==> config.mk <==
export PLATFORM = sky130hd
export DESIGN_NAME = ldpc_ber_tester_err_stats
export DESIGN_NICKNAME = d
export VERILOG_FILES = /design/src/rtl/ldpc_ber_tester_err_stats.sv
export SDC_FILE = /design/constraint.sdc
export NUM_CORES = 1
export LEC_CHECK = 0
export CORE_MARGIN = 4
export CORE_UTILIZATION = 25
export CTS_CLUSTER_DIAMETER = 200
export DETAILED_ROUTE_END_ITERATION = 12
export GPL_ROUTABILITY_DRIVEN = 1
export GPL_TIMING_DRIVEN = 0
export PLACE_DENSITY = 0.52
export SETUP_SLACK_MARGIN = 0.05
export SLEW_MARGIN = 20
export SYNTH_ARGS = -nofsm -noshare
export SYNTH_HDL_FRONTEND = slang
export SYNTH_SLANG_ARGS = --single-unit
==> constraint.sdc <==
create_clock -name clk -period 6 [get_ports clk]
set_input_delay 0.9 -clock clk [delete_from_list [all_inputs] [get_ports clk]]
set_output_delay 0.9 -clock clk [all_outputs]
set_load 0.1 [all_outputs]
==> src/rtl/ldpc_ber_tester_err_stats.sv <==
// ldpc_ber_tester_err_stats: campaign bit-error statistics with a 3-stage popcount pipeline.
// Per-frame statistics are built only when LDPC_BER_TESTER_FRAME_STATS_EN is defined.
module ldpc_ber_tester_err_stats #(
  parameter int DATA_WIDTH = 128,
  parameter int CNT_WIDTH  = 48,
  parameter int FRM_WIDTH  = 32
) (
  input  logic                  clk,
  input  logic                  reset,
  input  logic                  start,
  input  logic [FRM_WIDTH-1:0]  frame_target,
  input  logic [DATA_WIDTH-1:0] last_mask,
  input  logic [DATA_WIDTH-1:0] s_axis_dout_tdata,
  input  logic                  s_axis_dout_tvalid,
  output logic                  s_axis_dout_tready,
  input  logic                  s_axis_dout_tlast,
  output logic [CNT_WIDTH-1:0]  bit_errors,
  output logic                  bit_errors_sat,
  output logic [FRM_WIDTH-1:0]  frame_count,
  output logic [FRM_WIDTH-1:0]  frame_errors,
  output logic [15:0]           max_frame_errors,
  output logic [15:0]           last_frame_errors,
  output logic                  active,
  output logic                  done
);
  localparam int NW  = DATA_WIDTH / 32;
  localparam int SW  = $clog2(DATA_WIDTH + 1);
  localparam int CW1 = CNT_WIDTH + 1;
  typedef enum logic [1:0] {IDLE, RUN, DRAIN, DONE} state_t;
  state_t state_q, state_d;
  logic tready_q, tready_d;
  logic [FRM_WIDTH-1:0] acc_frames_q, acc_frames_d;
  logic [NW-1:0][5:0] p1_q, p1_d;
  logic s1_v_q, s1_v_d, s1_l_q, s1_l_d;
  logic [SW-1:0] sum_q, sum_d;
  logic s2_v_q, s2_v_d, s2_l_q, s2_l_d;
  logic [CNT_WIDTH-1:0] bit_errors_q, bit_errors_d;
  logic sat_q, sat_d;
  logic [FRM_WIDTH-1:0] frame_count_q, frame_count_d;
  logic [DATA_WIDTH-1:0] beat;
  logic [CNT_WIDTH:0] be_sum;
  logic hs, clr;
  always_comb begin
    beat = s_axis_dout_tlast ? s_axis_dout_tdata & last_mask : s_axis_dout_tdata;
    for (int w = 0; w < NW; w++) begin
      p1_d[w] = '0;
      for (int b = 0; b < 32; b++) p1_d[w] = p1_d[w] + 6'(beat[w*32+b]);
    end
    sum_d = '0;
    for (int w = 0; w < NW; w++) sum_d = sum_d + SW'(p1_q[w]);
  end
  always_comb begin
    hs = s_axis_dout_tvalid & tready_q;
    clr = start & (state_q == IDLE || state_q == DONE);
    state_d = state_q;
    tready_d = tready_q;
    acc_frames_d = acc_frames_q;
    s1_v_d = hs;
    s1_l_d = s_axis_dout_tlast;
    s2_v_d = s1_v_q;
    s2_l_d = s1_l_q;
    be_sum = {1'b0, bit_errors_q} + CW1'(sum_q);
    bit_errors_d = bit_errors_q;
    sat_d = sat_q;
    frame_count_d = frame_count_q;
    if (clr) begin
      state_d = RUN;
      tready_d = 1'b1;
      acc_frames_d = '0;
      bit_errors_d = '0;
      sat_d = 1'b0;
      frame_count_d = '0;
    end else begin
      if (hs && s_axis_dout_tlast) begin
        acc_frames_d = acc_frames_q + 1'b1;
        if (|frame_target && acc_frames_d == frame_target) begin
          state_d = DRAIN;
          tready_d = 1'b0;
        end
      end
      if (state_q == DRAIN && !s1_v_q && !s2_v_q) state_d = DONE;
      if (s2_v_q) begin
        bit_errors_d = be_sum[CNT_WIDTH] ? '1 : be_sum[CNT_WIDTH-1:0];
        sat_d = sat_q | be_sum[CNT_WIDTH];
        frame_count_d = s2_l_q ? frame_count_q + 1'b1 : frame_count_q;
      end
    end
  end
  always_ff @(posedge clk) begin
    if (reset) begin
      state_q <= IDLE;
      tready_q <= 1'b0;
      acc_frames_q <= '0;
      p1_q <= '0;
      s1_v_q <= 1'b0;
      s1_l_q <= 1'b0;
      sum_q <= '0;
      s2_v_q <= 1'b0;
      s2_l_q <= 1'b0;
      bit_errors_q <= '0;
      sat_q <= 1'b0;
      frame_count_q <= '0;
    end else begin
      state_q <= state_d;
      tready_q <= tready_d;
      acc_frames_q <= acc_frames_d;
      p1_q <= p1_d;
      s1_v_q <= s1_v_d;
      s1_l_q <= s1_l_d;
      sum_q <= sum_d;
      s2_v_q <= s2_v_d;
      s2_l_q <= s2_l_d;
      bit_errors_q <= bit_errors_d;
      sat_q <= sat_d;
      frame_count_q <= frame_count_d;
    end
  end
`ifdef LDPC_BER_TESTER_FRAME_STATS_EN
  logic [15:0] facc_q, facc_d, max_q, max_d, lastf_q, lastf_d, tot_s;
  logic [FRM_WIDTH-1:0] ferr_q, ferr_d;
  logic [16:0] tot;
  always_comb begin
    tot = {1'b0, facc_q} + 17'(sum_q);
    tot_s = tot[16] ? 16'hffff : tot[15:0];
    facc_d = facc_q;
    max_d = max_q;
    lastf_d = lastf_q;
    ferr_d = ferr_q;
    if (clr) begin
      facc_d = '0;
      max_d = '0;
      lastf_d = '0;
      ferr_d = '0;
    end else if (s2_v_q) begin
      facc_d = s2_l_q ? '0 : tot_s;
      if (s2_l_q) begin
        lastf_d = tot_s;
        max_d = tot_s > max_q ? tot_s : max_q;
        ferr_d = ferr_q + FRM_WIDTH'(tot_s != 16'd0);
      end
    end
  end
  always_ff @(posedge clk) begin
    if (reset) begin
      facc_q <= '0;
      max_q <= '0;
      lastf_q <= '0;
      ferr_q <= '0;
    end else begin
      facc_q <= facc_d;
      max_q <= max_d;
      lastf_q <= lastf_d;
      ferr_q <= ferr_d;
    end
  end
  assign frame_errors = ferr_q;
  assign max_frame_errors = max_q;
  assign last_frame_errors = lastf_q;
`else
  assign frame_errors = '0;
  assign max_frame_errors = '0;
  assign last_frame_errors = '0;
`endif
  assign s_axis_dout_tready = tready_q;
  assign bit_errors = bit_errors_q;
  assign bit_errors_sat = sat_q;
  assign frame_count = frame_count_q;
  assign active = state_q == RUN || state_q == DRAIN;
  assign done = state_q == DONE;
endmodule

After elaboration in Yosys (flattened, before gate mapping)

Index checks and enable logic that the tools add are counted.

Register bits after elaboration: 152
Bits in latches: 0
Memory bits (writable): 0
Bits in read-only memories: 0
Input bits: 293
Output and inout port bits: 148
Logic and storage cells: 184
Memories kept: 0

$add $sub $neg: 130
$mul: 0
Div/mod/pow operators: 0
$lt $le $gt $ge: 0
Equality and inequality tests: 4
Shifts and indexed selects: 0
Mux-type cells: 9
Bitwise gates (word level): 4
Reductions and logical operators: 21

Operator list:

| kind                  | count |
|---|---|
| $add 6x1->6           | 104 |
| $and 128x128->128     | 1 |
| $mux 128              | 1 |
| $add 32x1->32 const B | 2 |
| $add 48x8->49         | 1 |
| $mux 48               | 1 |
| $eq 32x32->1          | 1 |
| $reduce_or 32->1      | 1 |
| $add 5x1->6           | 4 |
| $add 4x1->5           | 4 |
| $add 3x1->4           | 4 |
| $add 2x1->3           | 4 |
| $add 1x1->2           | 4 |
| $add 7x6->8           | 1 |
| $add 8x6->8           | 1 |
| $reduce_and 2->1      | 4 |
| $reduce_bool 2->1     | 4 |
| $add 6x6->7           | 1 |
| $mux 2                | 3 |
| $reduce_bool 3->1     | 2 |
| $eq 2x2->1 const B    | 2 |
| $logic_and 1x1->1     | 4 |
| $mux 1                | 4 |
| $and 1x1->1           | 2 |
| other kinds (6)       | 8 |

Longest topological paths before layout

Word-level depth: 33
Depth in mapped cells: 23
Depth with buffers taken out: 20

Least setup slack after synthesis

Ideal clock, no wire load.

Path kind: input -> register
Start point: in s_axis_dout_tlast
End point: reg p1_q[4] (netlist name)
Library setup time: 0.128 ns
Arrival: 6.352 ns
Required time: 5.872 ns
Slack: -0.480 ns
Stages: 20
Buffers on the path: 3
Path through: inv_1 clkbuf_1 clkbuf_1 clkbuf_1 o21ai_0 fa_1 inv_1 fa_1 fa_1 fa_1 inv_1 fa_1 fa_1 inv_1 ha_1 fa_1 a21o_1 a21oi_1 xor2_1 nor2_1

Longest elaborated chain between the ends: 32

RTL lines:

| element                    | line | source |
|---|---|---|
| from (decl)                | 16   | `input logic s_axis_dout_tlast,` |
| $mux 128 (*)               | 44   | `beat = s_axis_dout_tlast ? s_axis_dout_tdata & last_mask : s_axis_dout_tdata;` |
| $add 1x1->2                | 47   | `for (int b = 0; b < 32; b++) p1_d[w] = p1_d[w] + 6'(beat[w*32+b]);` |
| $add 2x1->3                | 47   |  |
| $add 3x1->4                | 47   |  |
| $add 4x1->5                | 47   |  |
| $add 5x1->6                | 47   |  |
| $add 6x1->6 (25 in series) | 47   |  |
| $add 6x1->6 (*)            | 47   |  |
| to (signal assigned)       | 107  | `p1_q <= p1_d;` |
| to (decl)                  | 33   | `logic [NW-1:0][5:0] p1_q, p1_d;` |

Every way passes the cells marked *; elsewhere a longest branch is shown, timed or not.
A chain may end at the register's enable or synchronous reset.

Worst setup path in the final report

Start point: in s_axis_dout_tlast
End point: reg p1_q[22] (netlist name)

Same word-level chain as after synthesis.

==> results.json <==
{
  "clkTransAtPathRegs_ns": 0.07,
  "pin_count": 441,
  "fin_ws_ns": 0.2211,
  "place_hpwl_um": 38640,
  "cts_buffers": 17,
  "min_period_ns": 5.779,
  "area_growth_pct": 45.07,
  "seq_power_share": 0.188,
  "worst_pin_slew_ns": 1.049,
  "run_status": "finished clean",
  "power.internal_mw": 3.560,
  "initial_core_util": 0.2526,
  "rsz0062_at_grt": "true",
  "die_area_um2": 53080,
  "overflow": 0,
  "setup_viol": 0,
  "clock_latency_ns": 0.44,
  "fin_nets": 2342,
  "ant_nets": 0,
  "fmax_mhz": 173.0,
  "drtIter0Drc": 466,
  "first_pass_iters": 5,
  "whs_ns": 0.4648,
  "cts.sinks": 152,
  "track_usage": 0.1660,
  "hold_viol": 0,
  "remaining_drc_errors": 0,
  "grt_pass1_vias": 11960,
  "skew_ns": 0.01783,
  "p_leak_nw": 7.021,
  "critical_path_required_ns": 6.31,
  "syn_area_um2": 12360,
  "cts-htree-levels": 4,
  "switching_share": 0.4191,
  "post-route-period-util": 0.9632,
  "clockRootBuffer": "clkbuf_16",
  "netlist.area_leader.share": 0.2461,
  "final_core_util": 0.3664,
  "die_h_um": 230.4,
  "hold_path_class": "reg -> reg",
  "slew_headroom": 0.2985,
  "design.core.area_um2": 48950,
  "synthArstFlopShare": 0,
  "antenna_found_initial": 4,
  "cts_tree": "built",
  "ys_ff_latch": 152,
  "avgRoutedWirePerCell_um": 17.60,
  "grt_max_degree": 20,
  "clk_path_buf_depth": 2,
  "rows": 81,
  "yosysWarnings": 0,
  "end_kind": "flip-flop",
  "wl_um": 45240,
  "post-route-cell-area_um2": 17940,
  "ys_top_cells_by_area": "dfxtp_1 (25%), fa_1 (18%), xor2_1 (5.7%), o21ai_0 (5.6%), ha_1 (4.8%)",
  "pwr-share-clk": 0.198,
  "worstSetupStartpointType": "primary input",
  "die_x_um": 230.4,
  "yosys.cell_types.count": 62,
  "syn_area_per_cell_um2": 8.610,
  "place_congestion": 0.8633,
  "cp_max_fo": 19,
  "placement.io_buffers": 376,
  "drv_slew": 0,
  "post-place-ws_ns": -1.536,
  "drive_above_1_share": 0.07507,
  "yosys.area.top_type": "dfxtp_1",
  "synth_edf_count": 0,
  "max-cap-violations": 0,
  "place_area_um2": 17230,
  "vias": 11530,
  "powerDensity_nw_per_um2": 341.7,
  "crit_type": "in -> reg",
  "p_switching_mw": 2.569,
  "yosysSeqAreaShare": 0.2461,
  "grt_pass1_wl_um": 68520,
  "arrival_ns": 6.09,
  "pwr-share-comb": 0.614,
  "vdd_drop_max_uv": 246.9,
  "syn_inst": 1436,
  "vias_per_cell": 4.484,
  "synthFlopType": "dfxtp_1",
  "cts_setup_buffers": 0
}
-- worst paths after layout --
path / start / endpoint / slack (ns) / cells past startpoint
max: s_axis_dout_tlast / p1_q[22] / 0.22 / 23
min reg2reg: s1_v_q / s2_v_q / 0.46 / 1
min: s1_v_q / s2_v_q / 0.46 / 1
max reg2reg: bit_errors[0] / bit_errors[34] / 2.75 / 11
-- metal layers --
metal / GRT usage / wire (µm) / vias to the layer above / part of all wire
met5: 0 / 41 / - / 0.00091
met4: 0.04045 / 724 / 6 / 0.016
met3: 0.03899 / 2981 / 33 / 0.066
met2: 0.3033 / 23400 / 364 / 0.52
met1: 0.1960 / 18090 / 5454 / 0.40
li1: - / - / 5672 / -
-- layout make-up --
class | count | area (µm²)
inverter | 125 | 469.2
tap | 664 | 830.8
timing repair buffer | 376 | 3761
fill | 5035 | 31010
antenna | 2 | 5.005
clock inverter | 11 | 195.2
multi-input combinational | 1096 | 8378
sequential | 152 | 3043
clock buffer | 20 | 446.7
buffer | 125 | 808.3
-- critical path, stage by stage --
cell      delay, ns
buf_4          0.14
inv_2          0.07
buf_8          0.16
clkbuf_8       0.22
o21a_1         0.22
fa_1           0.50
inv_1          0.05
fa_1           0.53
inv_1          0.06
fa_1           0.48
fa_1           0.50
inv_1          0.05
fa_1           0.46
fa_1           0.54
inv_1          0.04
ha_1           0.21
inv_1          0.08
fa_2           0.20
inv_1          0.04
a21o_1         0.18
a21oi_2        0.16
xor2_2         0.22
nor2_1         0.07
-- flip-flops by register name (all words and copies together) (netlist names) --
register / cells
bit_errors: 48
acc_frames_q: 32
frame_count: 32
p1_q: 24
sum_q: 8
state_q: 2
bit_errors_sat: 1
s1_l_q: 1
s1_v_q: 1
s2_l_q: 1
s2_v_q: 1
s_axis_dout_tready: 1
-- power by group through the flow --
| stage | combinational [mW] | sequential (mW) | clock (mW) |
|---|---|---|---|
| 2_1_floorplan | 2.81 | 1.17 | 0 |
| 3_3_place_gp | 3.79 | 1.18 | 0 |
| 3_5_place_dp | 3.83 | 1.18 | 0 |
| 4_1_cts | 3.86 | 1.15 | 1.25 |
| 5_1_grt | 4.40 | 1.16 | 1.29 |
| 6_report | 3.77 | 1.15 | 1.21 |
-- cells by family after synthesis --
family,synth area share
buffers and inverters,0.09745
AND/OR/NAND/NOR,0.1815
AO/OA/AOI/OAI,0.1491
XOR/XNOR,0.09978
multiplexers,0.001720
flip-flops,0.2461
other,0.0003033
adder cells (fa/ha/maj),0.2240
-- cells in the final DEF (no fill, tap or decap), drive strengths merged, types with 3 or more instances in the layout --
cell	n
buf	86
clkinv	5
clkbuf	60
ha	47
dfxtp	152
nor4	27
and2	9
xor2	80
inv	126
nor2	110
or4	6
nand3	42
nor3	27
o21ai	140
fa	109
or3	19
nand4	36
a31oi	12
o21a	61
and4	14
bufinv	5
a21oi	63
xnor2	60
a21o	15
clkdlybuf4s50	375
a211oi	5
nor3b	10
nor2b	15
and3	16
nand2b	6
nand2	71
o211ai	3
nor4bb	3
nor4b	3
conb	64
o31ai	3
-- synth_stat cells (all sizes together) (47+ instances only) --
cell / number
a21oi: 63
o21ai: 140
dfxtp: 152
inv: 125
nor2: 110
xor2: 80
xnor2: 60
buf: 80
o21a: 61
ha: 47
nand2: 71
fa: 109
-- stage by stage --
| stage | setup TNS [ns] | cells | total power [mW] |
|---|---|---|---|
| finish | 0 | 2571 | 6.130 |
| CTS | -0.01859 | 2569 | 6.262 |
| global route | -0.002061 | 2570 | 6.842 |
| detailed placement | -25.03 | 2539 | 5.012 |
| floorplan | 0 | 1499 | 3.978 |
| global placement | -24.70 | 2539 | 4.967 |
-- repair_timing --
action | in CTS | in global routing
hold buffers | 0 | 0
pin swaps | 1 | 6
hold endpoints to repair | 0 | 0
setup endpoints to repair | 24 | 12
resized for setup | 21 | 30
Power figures use the tool's default switching activity.
